<file path="src/rtl/palette_pkg.sv">
// ---------------------------------------------------------------------------
// palette_pkg
// Shared definitions for the palette write path: address/data widths,
// channel select codes, the loader state encoding and the packed palette
// address used between the loader and its address sequencer.
// No ports (package).
// ---------------------------------------------------------------------------
package palette_pkg;

    localparam int LAYER_W         = 5;
    localparam int COLOR_W         = 5;
    localparam int PAL_DATA_W      = 16;
    // Color slot 0 of every layer is transparent and never written.
    localparam int TRANSPARENT_IDX = 0;

    localparam logic [1:0] CH_R = 2'b00;
    localparam logic [1:0] CH_G = 2'b01;
    localparam logic [1:0] CH_B = 2'b10;
    localparam logic [1:0] CH_X = 2'b11;

    typedef enum logic [1:0] {
        ST_IDLE   = 2'd0,
        ST_LOAD   = 2'd1,
        ST_VERIFY = 2'd2,
        ST_FINISH = 2'd3
    } loader_state_t;

    typedef struct packed {
        logic [LAYER_W-1:0] layer;
        logic [COLOR_W-1:0] color;
        logic [1:0]         rgb;
    } pal_addr_t;

    // Channel order within one color: R -> G -> B -> R.
    function automatic logic [1:0] next_channel(input logic [1:0] ch);
        case (ch)
            CH_R:       next_channel = CH_G;
            CH_G:       next_channel = CH_B;
            CH_B, CH_X: next_channel = CH_R;
            default:    next_channel = CH_R;
        endcase
    endfunction

endpackage

</file>
<file path="src/rtl/palette_addr_seq.sv">
// ---------------------------------------------------------------------------
// palette_addr_seq
// Channel / color / layer counter for a palette upload. Walks R, G, B of a
// color, then moves to the next color slot. Slot 0 is skipped: color 31
// wraps to color 1 of the next layer, and layer 31 wraps to layer 0.
//
// Ports:
//   clk, rst     clock, synchronous active-low reset
//   load         capture load_layer / load_color / load_count, channel <- R
//   advance      step to the next channel (and color after B)
//   load_layer   starting layer
//   load_color   starting color slot (0 is promoted to 1)
//   load_count   number of colors to walk
//   addr         current {layer, color, channel}
//   last         current address is the B channel of the final color
// ---------------------------------------------------------------------------
module palette_addr_seq
    import palette_pkg::*;
#(
    parameter int COUNT_W = 10
) (
    input  logic               clk,
    input  logic               rst,
    input  logic               load,
    input  logic               advance,
    input  logic [LAYER_W-1:0] load_layer,
    input  logic [COLOR_W-1:0] load_color,
    input  logic [COUNT_W-1:0] load_count,
    output pal_addr_t          addr,
    output logic               last
);

    logic [COUNT_W-1:0] remaining;

    // NOTE: sequential state is written with non-blocking assignments only,
    // so every flop samples the pre-edge value of every other flop.
    always_ff @(posedge clk) begin
        if (!rst) begin
            addr      <= '0;
            remaining <= '0;
        end else if (load) begin
            addr.layer <= load_layer;
            addr.color <= (load_color == COLOR_W'(TRANSPARENT_IDX)) ? COLOR_W'(1) : load_color;
            addr.rgb   <= CH_R;
            remaining  <= load_count;
        end else if (advance) begin
            addr.rgb <= next_channel(addr.rgb);
            if (addr.rgb == CH_B) begin
                remaining <= remaining - COUNT_W'(1);
                if (addr.color == '1) begin
                    addr.color <= COLOR_W'(1);
                    addr.layer <= addr.layer + LAYER_W'(1);
                end else begin
                    addr.color <= addr.color + COLOR_W'(1);
                end
            end
        end
    end

    assign last = (addr.rgb == CH_B) && (remaining == COUNT_W'(1));

endmodule

</file>
<file path="src/rtl/palette_loader.sv">
// ---------------------------------------------------------------------------
// palette_loader
// Write engine for the palette memory. A load command (layer, start color,
// color count) is followed by a stream of 16-bit channel words, R, G, B per
// color; each accepted word becomes one registered palette write.
//
// Build option: define PALETTE_LOADER_VERIFY_EN to read back every write
// after RD_LAT + 1 cycles and flag mismatches on verify_err.
//
// Ports:
//   clk, rst                  clock, synchronous active-low reset
//   cmd_valid / cmd_ready     load command handshake (ready only in IDLE)
//   cmd_layer, cmd_color      starting address (color 0 treated as 1)
//   cmd_count                 number of colors (3 words each); 0 = no writes
//   s_valid / s_ready, s_data channel word stream
//   pal_write_en              palette write strobe
//   pal_layer, pal_color      palette address
//   pal_rgb                   channel select (00 R, 01 G, 10 B)
//   pal_write_data            palette write data
//   pal_read_data             palette read data (verify builds only)
//   busy                      command in progress (LOAD / VERIFY)
//   done                      one-cycle completion pulse
//   verify_err                sticky readback mismatch, cleared on accept
// ---------------------------------------------------------------------------
module palette_loader
    import palette_pkg::*;
#(
    parameter int COUNT_W = 10,
    parameter int RD_LAT  = 1
) (
    input  logic                  clk,
    input  logic                  rst,
    input  logic                  cmd_valid,
    output logic                  cmd_ready,
    input  logic [LAYER_W-1:0]    cmd_layer,
    input  logic [COLOR_W-1:0]    cmd_color,
    input  logic [COUNT_W-1:0]    cmd_count,
    input  logic                  s_valid,
    output logic                  s_ready,
    input  logic [PAL_DATA_W-1:0] s_data,
    output logic                  pal_write_en,
    output logic [LAYER_W-1:0]    pal_layer,
    output logic [COLOR_W-1:0]    pal_color,
    output logic [1:0]            pal_rgb,
    output logic [PAL_DATA_W-1:0] pal_write_data,
    input  logic [PAL_DATA_W-1:0] pal_read_data,
    output logic                  busy,
    output logic                  done,
    output logic                  verify_err
);

    loader_state_t state, next_state;
    pal_addr_t     addr;
    logic          last;
    logic          accept;
    logic          fire;
    logic          verify_done;
    logic          last_word;

    assign accept = (state == ST_IDLE) && cmd_valid && cmd_ready;
    assign fire   = (state == ST_LOAD) && s_valid && s_ready;

    palette_addr_seq #(
        .COUNT_W (COUNT_W)
    ) u_addr_seq (
        .clk        (clk),
        .rst        (rst),
        .load       (accept),
        .advance    (fire),
        .load_layer (cmd_layer),
        .load_color (cmd_color),
        .load_count (cmd_count),
        .addr       (addr),
        .last       (last)
    );

`ifdef PALETTE_LOADER_VERIFY_EN
    localparam int VCNT_W = $clog2(RD_LAT + 1) + 1;

    logic [VCNT_W-1:0] vcnt;
    logic              last_word_q;
    logic              verify_err_q;

    // The write strobe occupies the first VERIFY cycle; read data for that
    // address is valid RD_LAT cycles later, on the last VERIFY cycle.
    assign verify_done = (state == ST_VERIFY) && (vcnt == VCNT_W'(RD_LAT));
    assign last_word   = last_word_q;
    assign verify_err  = verify_err_q;

    always_ff @(posedge clk) begin
        if (!rst) begin
            vcnt         <= '0;
            last_word_q  <= 1'b0;
            verify_err_q <= 1'b0;
        end else begin
            if (fire) begin
                vcnt        <= '0;
                last_word_q <= last;
            end else if (state == ST_VERIFY) begin
                vcnt <= vcnt + VCNT_W'(1);
            end

            if (accept) begin
                verify_err_q <= 1'b0;
            end else if (verify_done && (pal_read_data != pal_write_data)) begin
                verify_err_q <= 1'b1;
            end
        end
    end
`else
    // VERIFY is unreachable here; if it were ever entered it exits via FINISH.
    assign verify_done = 1'b1;
    assign last_word   = 1'b1;
    assign verify_err  = 1'b0;

    logic unused_read;
    assign unused_read = (^pal_read_data) ^ (RD_LAT == 0);
`endif

    // NOTE: every variable driven here gets a default first, so no path
    // through the case can leave it unassigned and infer a latch.
    always_comb begin
        next_state = state;
        case (state)
            ST_IDLE: begin
                if (accept) begin
                    next_state = (cmd_count == '0) ? ST_FINISH : ST_LOAD;
                end
            end
            ST_LOAD: begin
                if (fire) begin
`ifdef PALETTE_LOADER_VERIFY_EN
                    next_state = ST_VERIFY;
`else
                    next_state = last ? ST_FINISH : ST_LOAD;
`endif
                end
            end
            ST_VERIFY: begin
                if (verify_done) begin
                    next_state = last_word ? ST_FINISH : ST_LOAD;
                end
            end
            ST_FINISH: next_state = ST_IDLE;
            default:   next_state = ST_IDLE;
        endcase
    end

    // Handshake/status outputs are registered from next_state so they line
    // up with the state they describe and are forced to 0 by reset.
    always_ff @(posedge clk) begin
        if (!rst) begin
            state          <= ST_IDLE;
            cmd_ready      <= 1'b0;
            s_ready        <= 1'b0;
            busy           <= 1'b0;
            done           <= 1'b0;
            pal_write_en   <= 1'b0;
            pal_layer      <= '0;
            pal_color      <= '0;
            pal_rgb        <= CH_R;
            pal_write_data <= '0;
        end else begin
            state        <= next_state;
            cmd_ready    <= (next_state == ST_IDLE);
            s_ready      <= (next_state == ST_LOAD);
            busy         <= (next_state == ST_LOAD) || (next_state == ST_VERIFY);
            done         <= (next_state == ST_FINISH);
            pal_write_en <= fire;
            // Address and data only move on an accepted word, so they stay
            // put through stream bubbles and the readback window.
            if (fire) begin
                pal_layer      <= addr.layer;
                pal_color      <= addr.color;
                pal_rgb        <= addr.rgb;
                pal_write_data <= s_data;
            end
        end
    end

endmodule

</file>
<file path="config.mk">
export PLATFORM = sky130hd
export DESIGN_NAME = palette_loader
export DESIGN_NICKNAME = d
export VERILOG_FILES = /design/src/rtl/palette_pkg.sv /design/src/rtl/palette_addr_seq.sv /design/src/rtl/palette_loader.sv
export SDC_FILE = /design/constraint.sdc
export NUM_CORES = 1
export LEC_CHECK = 0
export ABC_AREA = 1
export BUFFER_PORTS_ARGS = -buffer_cell sky130_fd_sc_hd__buf_2
export CAP_MARGIN = 20
export CORE_ASPECT_RATIO = 1.25
export CORE_UTILIZATION = 50
export DETAILED_ROUTE_END_ITERATION = 12
export GPL_ROUTABILITY_DRIVEN = 0
export PLACE_DENSITY = 0.79
export REMOVE_ABC_BUFFERS = 1
export SLEW_MARGIN = 10
export SYNTH_ARGS = -nofsm -noshare
export SYNTH_HDL_FRONTEND = slang
export SYNTH_HIERARCHICAL = 1
export SYNTH_SLANG_ARGS = --single-unit
</file>
<file path="constraint.sdc">
create_clock -name clk -period 2.5 [get_ports clk]
set_clock_uncertainty 0.2 [all_clocks]
set_input_delay 0 -clock clk [delete_from_list [all_inputs] [get_ports clk]]
set_output_delay 0 -clock clk [all_outputs]
set_load 0.01 [all_outputs]
</file>
Word level (Yosys, flattened, before mapping)
Cells that the tools add are included.

Muxes and demuxes: 15. Reductions and logical operators: 18. Add/sub/neg operators: 3. Bitwise operators: 1. Equality and inequality tests: 11.

Operator list (count): 10-bit two-way mux (4); 12-bit two-way mux (2); 5-bit two-way mux (3); 2-bit equality test (second input constant) (6); 5-bit by 1-bit adder with 5-bit output (second input constant) (2); 10-bit by 1-bit equality test with 1-bit output (second input constant) (1); 10-bit logical NOT (1); 10-bit by 1-bit subtractor with 10-bit output (second input constant) (1); 2-bit two-way mux (4); 2-bit one-hot mux with 4 select lines (1); 2-bit by 1-bit equality test with 1-bit output (second input constant) (3); 2-bit logical NOT (3); 2-bit one-hot mux with 3 select lines (1); 2-bit nonzero test (3); 5-bit equality test (second input constant) (1); 1-bit logical AND (5); 5-bit logical NOT (1); 2-bit OR reduction (2); 3-bit AND reduction (1); 2-bit AND reduction (1); 1-bit logical OR (1); 1-bit inverter (1).

Input port bits: 56. Flip-flop bits (word level): 57. Output and inout port bits: 34. Logic and storage cells: 62.

Logic depth before layout (Yosys ltp)
Depth after elaboration: 7. Mapped depth: 12. Depth with buffers taken out: 12.

Cells and area by module
Netlist, hierarchy kept.

By module, submodules not included: palette_loader (sequential area each 700.7 µm², area each 1362.6 µm², cells each 178, times used 1); palette_addr_seq (sequential area each 440.4 µm², area each 1345.0 µm², cells each 217, times used 1).

Least setup slack after synthesis
OpenSTA, ideal clock, no wires.

Path kind: flip-flop to flip-flop. From: register state[1]. To: register, netlist name u_addr_seq/addr[2]. Required time: 2.172 ns. Path buffers: 1. Arrival time: 1.455 ns. Clock period less this slack: 1.782 ns. Slack: 0.718 ns. Setup time: 0.128 ns. Stages on the path, launching flop included: 13. Path through: dfxtp_1 inv_1 ha_1 nand3_2 inv_2 buf_4 nand3_4 nand2_1 inv_1 nand2_1 nand2_1 nor2_1 nor2_1.

Word-level cells in the longest chain between the ends: 5. Elaborated cells on any way between the ends: 10. Those cells by class: 1 x eq/ne; 1 x mux; 8 x reduce/logical.

Ends and longest elaborated chain: start: declaration (line palette_loader.sv:52) `loader_state_t state, next_state;`; start signal: assignment (line palette_loader.sv:164) `state <= next_state;`; 2-bit by 1-bit equality test with 1-bit output (line palette_loader.sv:61) `assign fire = (state == ST_LOAD) && s_valid && s_ready;`; 1-bit logical AND (2 in series) (line palette_loader.sv:61); via fire (line palette_loader.sv:56) `logic fire;`; 2-bit nonzero test (no line); 2-bit AND reduction (no line).

The timed path passes the listed nets, and every way through them passes these cells. A chain may end at the register's enable or synchronous reset.

Final worst setup path
From: register state[1]. To: register, netlist name u_addr_seq/addr[11].

Word-level cells in the longest chain between the ends: 5. Elaborated cells on any way between the ends: 11. Those cells by class: 1 x eq/ne; 1 x mux; 9 x reduce/logical.

Ends and longest elaborated chain (line): 2-bit by 1-bit equality test with 1-bit output / 2-bit logical NOT (equally long branches) (palette_loader.sv:61, palette_loader.sv:60); 1-bit logical AND (on tied branches) (2 in series) (palette_loader.sv:61, palette_loader.sv:60); 2-bit nonzero test (no line); 3-bit AND reduction (no line).

Several ways; a longest one is shown, not always the timed one.

==> impl_results.html <==
<table>
<tr><th>Metric</th><th>Value</th></tr>
<tr><th colspan="2">Run status</th></tr>
<tr><td>Outcome</td><td>complete, no violations</td></tr>
<tr><th colspan="2">GRT</th></tr>
<tr><td>Total track usage</td><td>0.250</td></tr>
<tr><td>First-pass GRT wire length</td><td>10.9 mm</td></tr>
<tr><td>Global-route congestion overflow total</td><td>0</td></tr>
<tr><td>Number of antenna violations at the first check in global routing</td><td>0</td></tr>
<tr><td>Vias in the first global route</td><td>2750</td></tr>
<tr><td>Maximum number of pins on one net before global-route repair</td><td>32</td></tr>
<tr><th colspan="2">Layout</th></tr>
<tr><td>Antenna diode instance count</td><td>0</td></tr>
<tr><td>Fraction of layout instances using a drive strength above 1</td><td>0.203</td></tr>
<tr><td>Leading cell type in the layout, fill and taps excluded</td><td>nand2_1</td></tr>
<tr><td>Net count reported at finish</td><td>about 580</td></tr>
<tr><td>Area used by sequential logic in the layout</td><td>between 1000 and 1500 sq um</td></tr>
<tr><td>Utilization of the core after routing</td><td>0.737</td></tr>
<tr><td>Fill cells</td><td>roughly 400</td></tr>
<tr><td>Most frequent cells in the layout</td><td>nand2_1 (127), buf_2 (72), dfxtp_1 (55)</td></tr>
<tr><td>Combined area of the multi-input logic cells</td><td>between 1000 and 1500 sq um</td></tr>
<tr><td>Area growth from synthesis to layout</td><td>40.2%</td></tr>
<tr><th colspan="2">Worst setup path</th></tr>
<tr><td>Crit path arrival time</td><td>2.34 ns</td></tr>
<tr><td>Element type at the critical path end</td><td>flip-flop</td></tr>
<tr><td>Critical-path cell with the highest stage delay</td><td>dlygate4sd3_1</td></tr>
<tr><td>Critical Path Source Type</td><td>flip-flop</td></tr>
<tr><td>Critical Path, Cell by Cell</td><td>inv_1, ha_1, nand3_2, clkinv_4, nand3_4, o21ai_4, nand2_1, a21oi_1, nor2_1, dlygate4sd3_1</td></tr>
<tr><td>Worst Path Max Fanout</td><td>16</td></tr>
<tr><td>Category of the most critical setup path</td><td>flip-flop to flip-flop</td></tr>
<tr><td>Maximum single-stage delay on the critical path</td><td>about 0.56 ns</td></tr>
<tr><td>Required @ worst endpoint</td><td>around 2.5 ns</td></tr>
<tr><th colspan="2">Yosys</th></tr>
<tr><td>Portion of netlist area occupied by mux cells</td><td>0</td></tr>
<tr><td>Average cell area after synthesis</td><td>between 6 and 7 sq um</td></tr>
<tr><td>Post-synthesis compound-gate area fraction</td><td>0.141</td></tr>
<tr><td>Share of the synthesized area in the top cell type</td><td>0.421</td></tr>
<tr><td>Total of flip-flops plus latches after synthesis</td><td>57</td></tr>
<tr><td>Asr flop ratio synth</td><td>0</td></tr>
<tr><td>Combinational family with the most area after synthesis</td><td>simple AND/OR/NAND/NOR gates</td></tr>
<tr><td>Warnings from Yosys</td><td>6</td></tr>
<tr><td>Syn Std Cell Area</td><td>roughly 2700 sq um</td></tr>
<tr><td>Sequential element share of the synthesized area</td><td>0.421</td></tr>
<tr><td>Number of synthesized flops with an enable pin</td><td>0</td></tr>
<tr><td>Post-synthesis share of cell area spent on full adders, half adders and majority gates</td><td>0.0462</td></tr>
<tr><td>Ranking of synthesized cells by area</td><td>dfxtp_1 (42%), nand2_1 (18%), a21oi_1 (7.8%)</td></tr>
<tr><td>Simple-gate area share of the yosys netlist</td><td>0.297</td></tr>
<tr><td>Synth Flop Type</td><td>dfxtp_1</td></tr>
<tr><td>Area share of xor/xnor cells in the synthesized design</td><td>0.00323</td></tr>
<tr><td>Distinct cell type count after synthesis</td><td>28</td></tr>
<tr><td>Number of instances in the synthesized netlist</td><td>between 300 and 400</td></tr>
<tr><td>Post-synth top area cell</td><td>dfxtp_1</td></tr>
<tr><th colspan="2">Timing</th></tr>
<tr><td>Final period utilization</td><td>0.934</td></tr>
<tr><td>Actual slew at the worst max-slew pin</td><td>0.957 ns</td></tr>
<tr><td>Shortest period the worst path allows</td><td>around 2.3 ns</td></tr>
<tr><td>Final hold vios</td><td>0</td></tr>
<tr><td>Unrepaired setup endpoints after global routing</td><td>yes</td></tr>
<tr><td>Peak Freq</td><td>roughly 0.43 GHz</td></tr>
<tr><td>Finish-stage setup viols</td><td>0</td></tr>
<tr><td>Max transition margin</td><td>0.361</td></tr>
<tr><td>Final-report max-slew violation count</td><td>0</td></tr>
<tr><th colspan="2">Routing</th></tr>
<tr><td>Detailed-route via count</td><td>2922</td></tr>
<tr><td>DRT iter0 DRCs</td><td>approximately 160</td></tr>
<tr><td>Number of detailed-route iterations in the first pass</td><td>5</td></tr>
<tr><td>Detailed-route wire length per cell</td><td>~12 um</td></tr>
<tr><td>Post-detailed-route DRC marker count</td><td>0</td></tr>
<tr><td>DRT antenna net count</td><td>0</td></tr>
<tr><td>Vias per std cell</td><td>between 5 and 6</td></tr>
<tr><td>DRT Wirelength</td><td>approximately 6.8 mm</td></tr>
<tr><th colspan="2">Clock network</th></tr>
<tr><td>CTS tree</td><td>yes</td></tr>
<tr><td>Count of H-tree levels built during CTS</td><td>3</td></tr>
<tr><td>Clock tree buffer depth</td><td>2</td></tr>
<tr><td>Cts bufs inserted</td><td>9</td></tr>
<tr><td>Root buffer cell</td><td>clkbuf_8</td></tr>
<tr><td>Clock Pin Slew Worst Setup and Hold Paths</td><td>roughly 0.06 ns</td></tr>
<tr><td>Number of clock sinks</td><td>57</td></tr>
<tr><td>Clk Latency, worst-skew pair</td><td>0.32 ns</td></tr>
<tr><th colspan="2">Floorplan</th></tr>
<tr><td>Horizontal die dimension</td><td>approximately 68 um</td></tr>
<tr><td>Floorplan die area</td><td>5720 sq um</td></tr>
<tr><td>Number of placed I/O pins</td><td>90</td></tr>
<tr><td>Number of rows created at floorplan</td><td>29</td></tr>
<tr><td>Core box area</td><td>5150 sq um</td></tr>
<tr><td>DIE HEIGHT</td><td>roughly 84 um</td></tr>
<tr><td>Initial core utilization</td><td>0.525</td></tr>
<tr><th colspan="2">Power and ir drop</th></tr>
<tr><td>Ratio of total power to cell area</td><td>between 600 and 700 nW/um^2</td></tr>
<tr><td>Total chip power</td><td>0.00232 W</td></tr>
<tr><td>Largest voltage drop on the vdd net</td><td>between 0.0005 and 0.0006 V</td></tr>
<tr><td>Switching Fraction</td><td>0.246</td></tr>
<tr><td>Combinational share of power</td><td>0.156</td></tr>
<tr><td>Clock share of power</td><td>0.421</td></tr>
<tr><td>Switching Power</td><td>between 0.0005 and 0.0006 W</td></tr>
<tr><td>Internal cell power</td><td>approximately 0.0017 W</td></tr>
<tr><td>Total leakage power</td><td>approximately 1.8 nW</td></tr>
<tr><td>Sequential cell fraction of total power</td><td>0.423</td></tr>
<tr><th colspan="2">Flow run</th></tr>
<tr><td>Max-cap violations</td><td>0</td></tr>
<tr><th colspan="2">Placement</th></tr>
<tr><td># port buffers</td><td>72</td></tr>
<tr><td>HPWL reported at the end of detailed placement</td><td>~4.1 mm</td></tr>
<tr><th colspan="2">Hold path</th></tr>
<tr><td>Hold crit path type</td><td>flip-flop to flip-flop</td></tr>
</table>
-- registers in the layout (all words and copies together), names as in the netlist --
signal	count
pal_write_data	16
busy	1
pal_color	5
cmd_ready	1
u_addr_seq/addr	12
pal_write_en	1
u_addr_seq/remaining	10
pal_layer	5
s_ready	1
pal_rgb	2
done	1
state	2
-- cells in the mapped netlist (2+ instances only) --
cell	instances
ha_1	10
or2_1	2
nor2_1	43
nand3b_1	2
a31oi_1	5
o21ai_0	21
nand3_1	16
inv_1	40
a21oi_1	42
buf_2	4
o21bai_1	2
clkbuf_1	5
nand2_1	127
buf_4	5
nand4_1	2
dfxtp_1	57
-- power groups by stage --
| stage | Sequential (W) | Clock [W] | Combinational (W) |
|---|---|---|---|
| 5_1_grt | 0.000985 | 0.00104 | 0.000409 |
| 3_3_place_gp | 0.000996 | 0 | 0.000281 |
| 4_1_cts | 0.000978 | 0.000989 | 0.000344 |
| 3_5_place_dp | 0.000997 | 0 | 0.000287 |
| 6_report | 0.000980 | 0.000976 | 0.000361 |
| 2_1_floorplan | 0.000997 | 0 | 0.000184 |
-- per-stage QoR --
step | instance area (sq um) | hold WS [ns] | TNS [ns] | instances | setup slack [ns]
after floorplan | 2620 | -0.107 | 0 | 380 | 0.202
after global placement | 3090 | 0.0509 | 0 | 518 | 0.409
after detailed placement | 3090 | 0.0588 | 0 | 518 | 0.386
after CTS | 3760 | 0.260 | 0 | 577 | 0.0168
after global routing | 3800 | 0.279 | -0.0126 | 579 | -0.0126
final | 3800 | 0.262 | 0 | 579 | 0.164
-- layout make-up --
| type | count | area share |
|---|---|---|
| multi-input combinational | 282 | 0.354 |
| clock buffer | 13 | 0.0445 |
| timing repair buffer | 122 | 0.223 |
| sequential | 57 | 0.301 |
| inverter | 41 | 0.0418 |
| clock inverter | 2 | 0.0158 |
| tap | 62 | 0.0204 |
-- critical path: cells and delay by family, from the launching register on --
kind	cells	cell delay [ns]
and+or+nand+nor	4	0.39
buffers and inverters	3	0.79
AOI/OAI and AO/OA	2	0.35
adders and majority gates	1	0.18
DFF	1	0.31
-- routing by layer --
metal,track usage,routed length (um),vias to the layer above
met5,0,0,-
met4,0.114,79,0
met3,0.0598,458,9
li1,-,-,1486
met1,0.258,2720,1309
met2,0.454,3490,118
-- cell families (layout without fill, tap and decap cells) --
kind of cell,after synthesis,in the layout
AND/OR/NAND/NOR,197,197
AO/OA/AOI/OAI,73,73
adder cells (fa/ha/maj),10,10
other,1,1
XOR/XNOR,1,1
buffers and inverters,56,178
flip-flops,57,57
-- path summary, 6_finish.rpt --
check                                      endpoint  slack, ns          from  cells past startpoint
worst max register to register  u_addr_seq/addr[11]       0.16      state[1]                     10
worst max-delay path            u_addr_seq/addr[11]       0.16      state[1]                     10
worst min register to register         pal_color[2]       0.26  pal_color[2]                      2
worst min-delay path                   pal_color[2]       0.26  pal_color[2]                      2
-- repair_timing --
action,CTS,global route
hold endpoints to repair,49,0
hold buffers,44,0
resized for setup,0,12
setup endpoints to repair,0,6
setup buffers,0,2
Power figures use the tool's default switching activity.
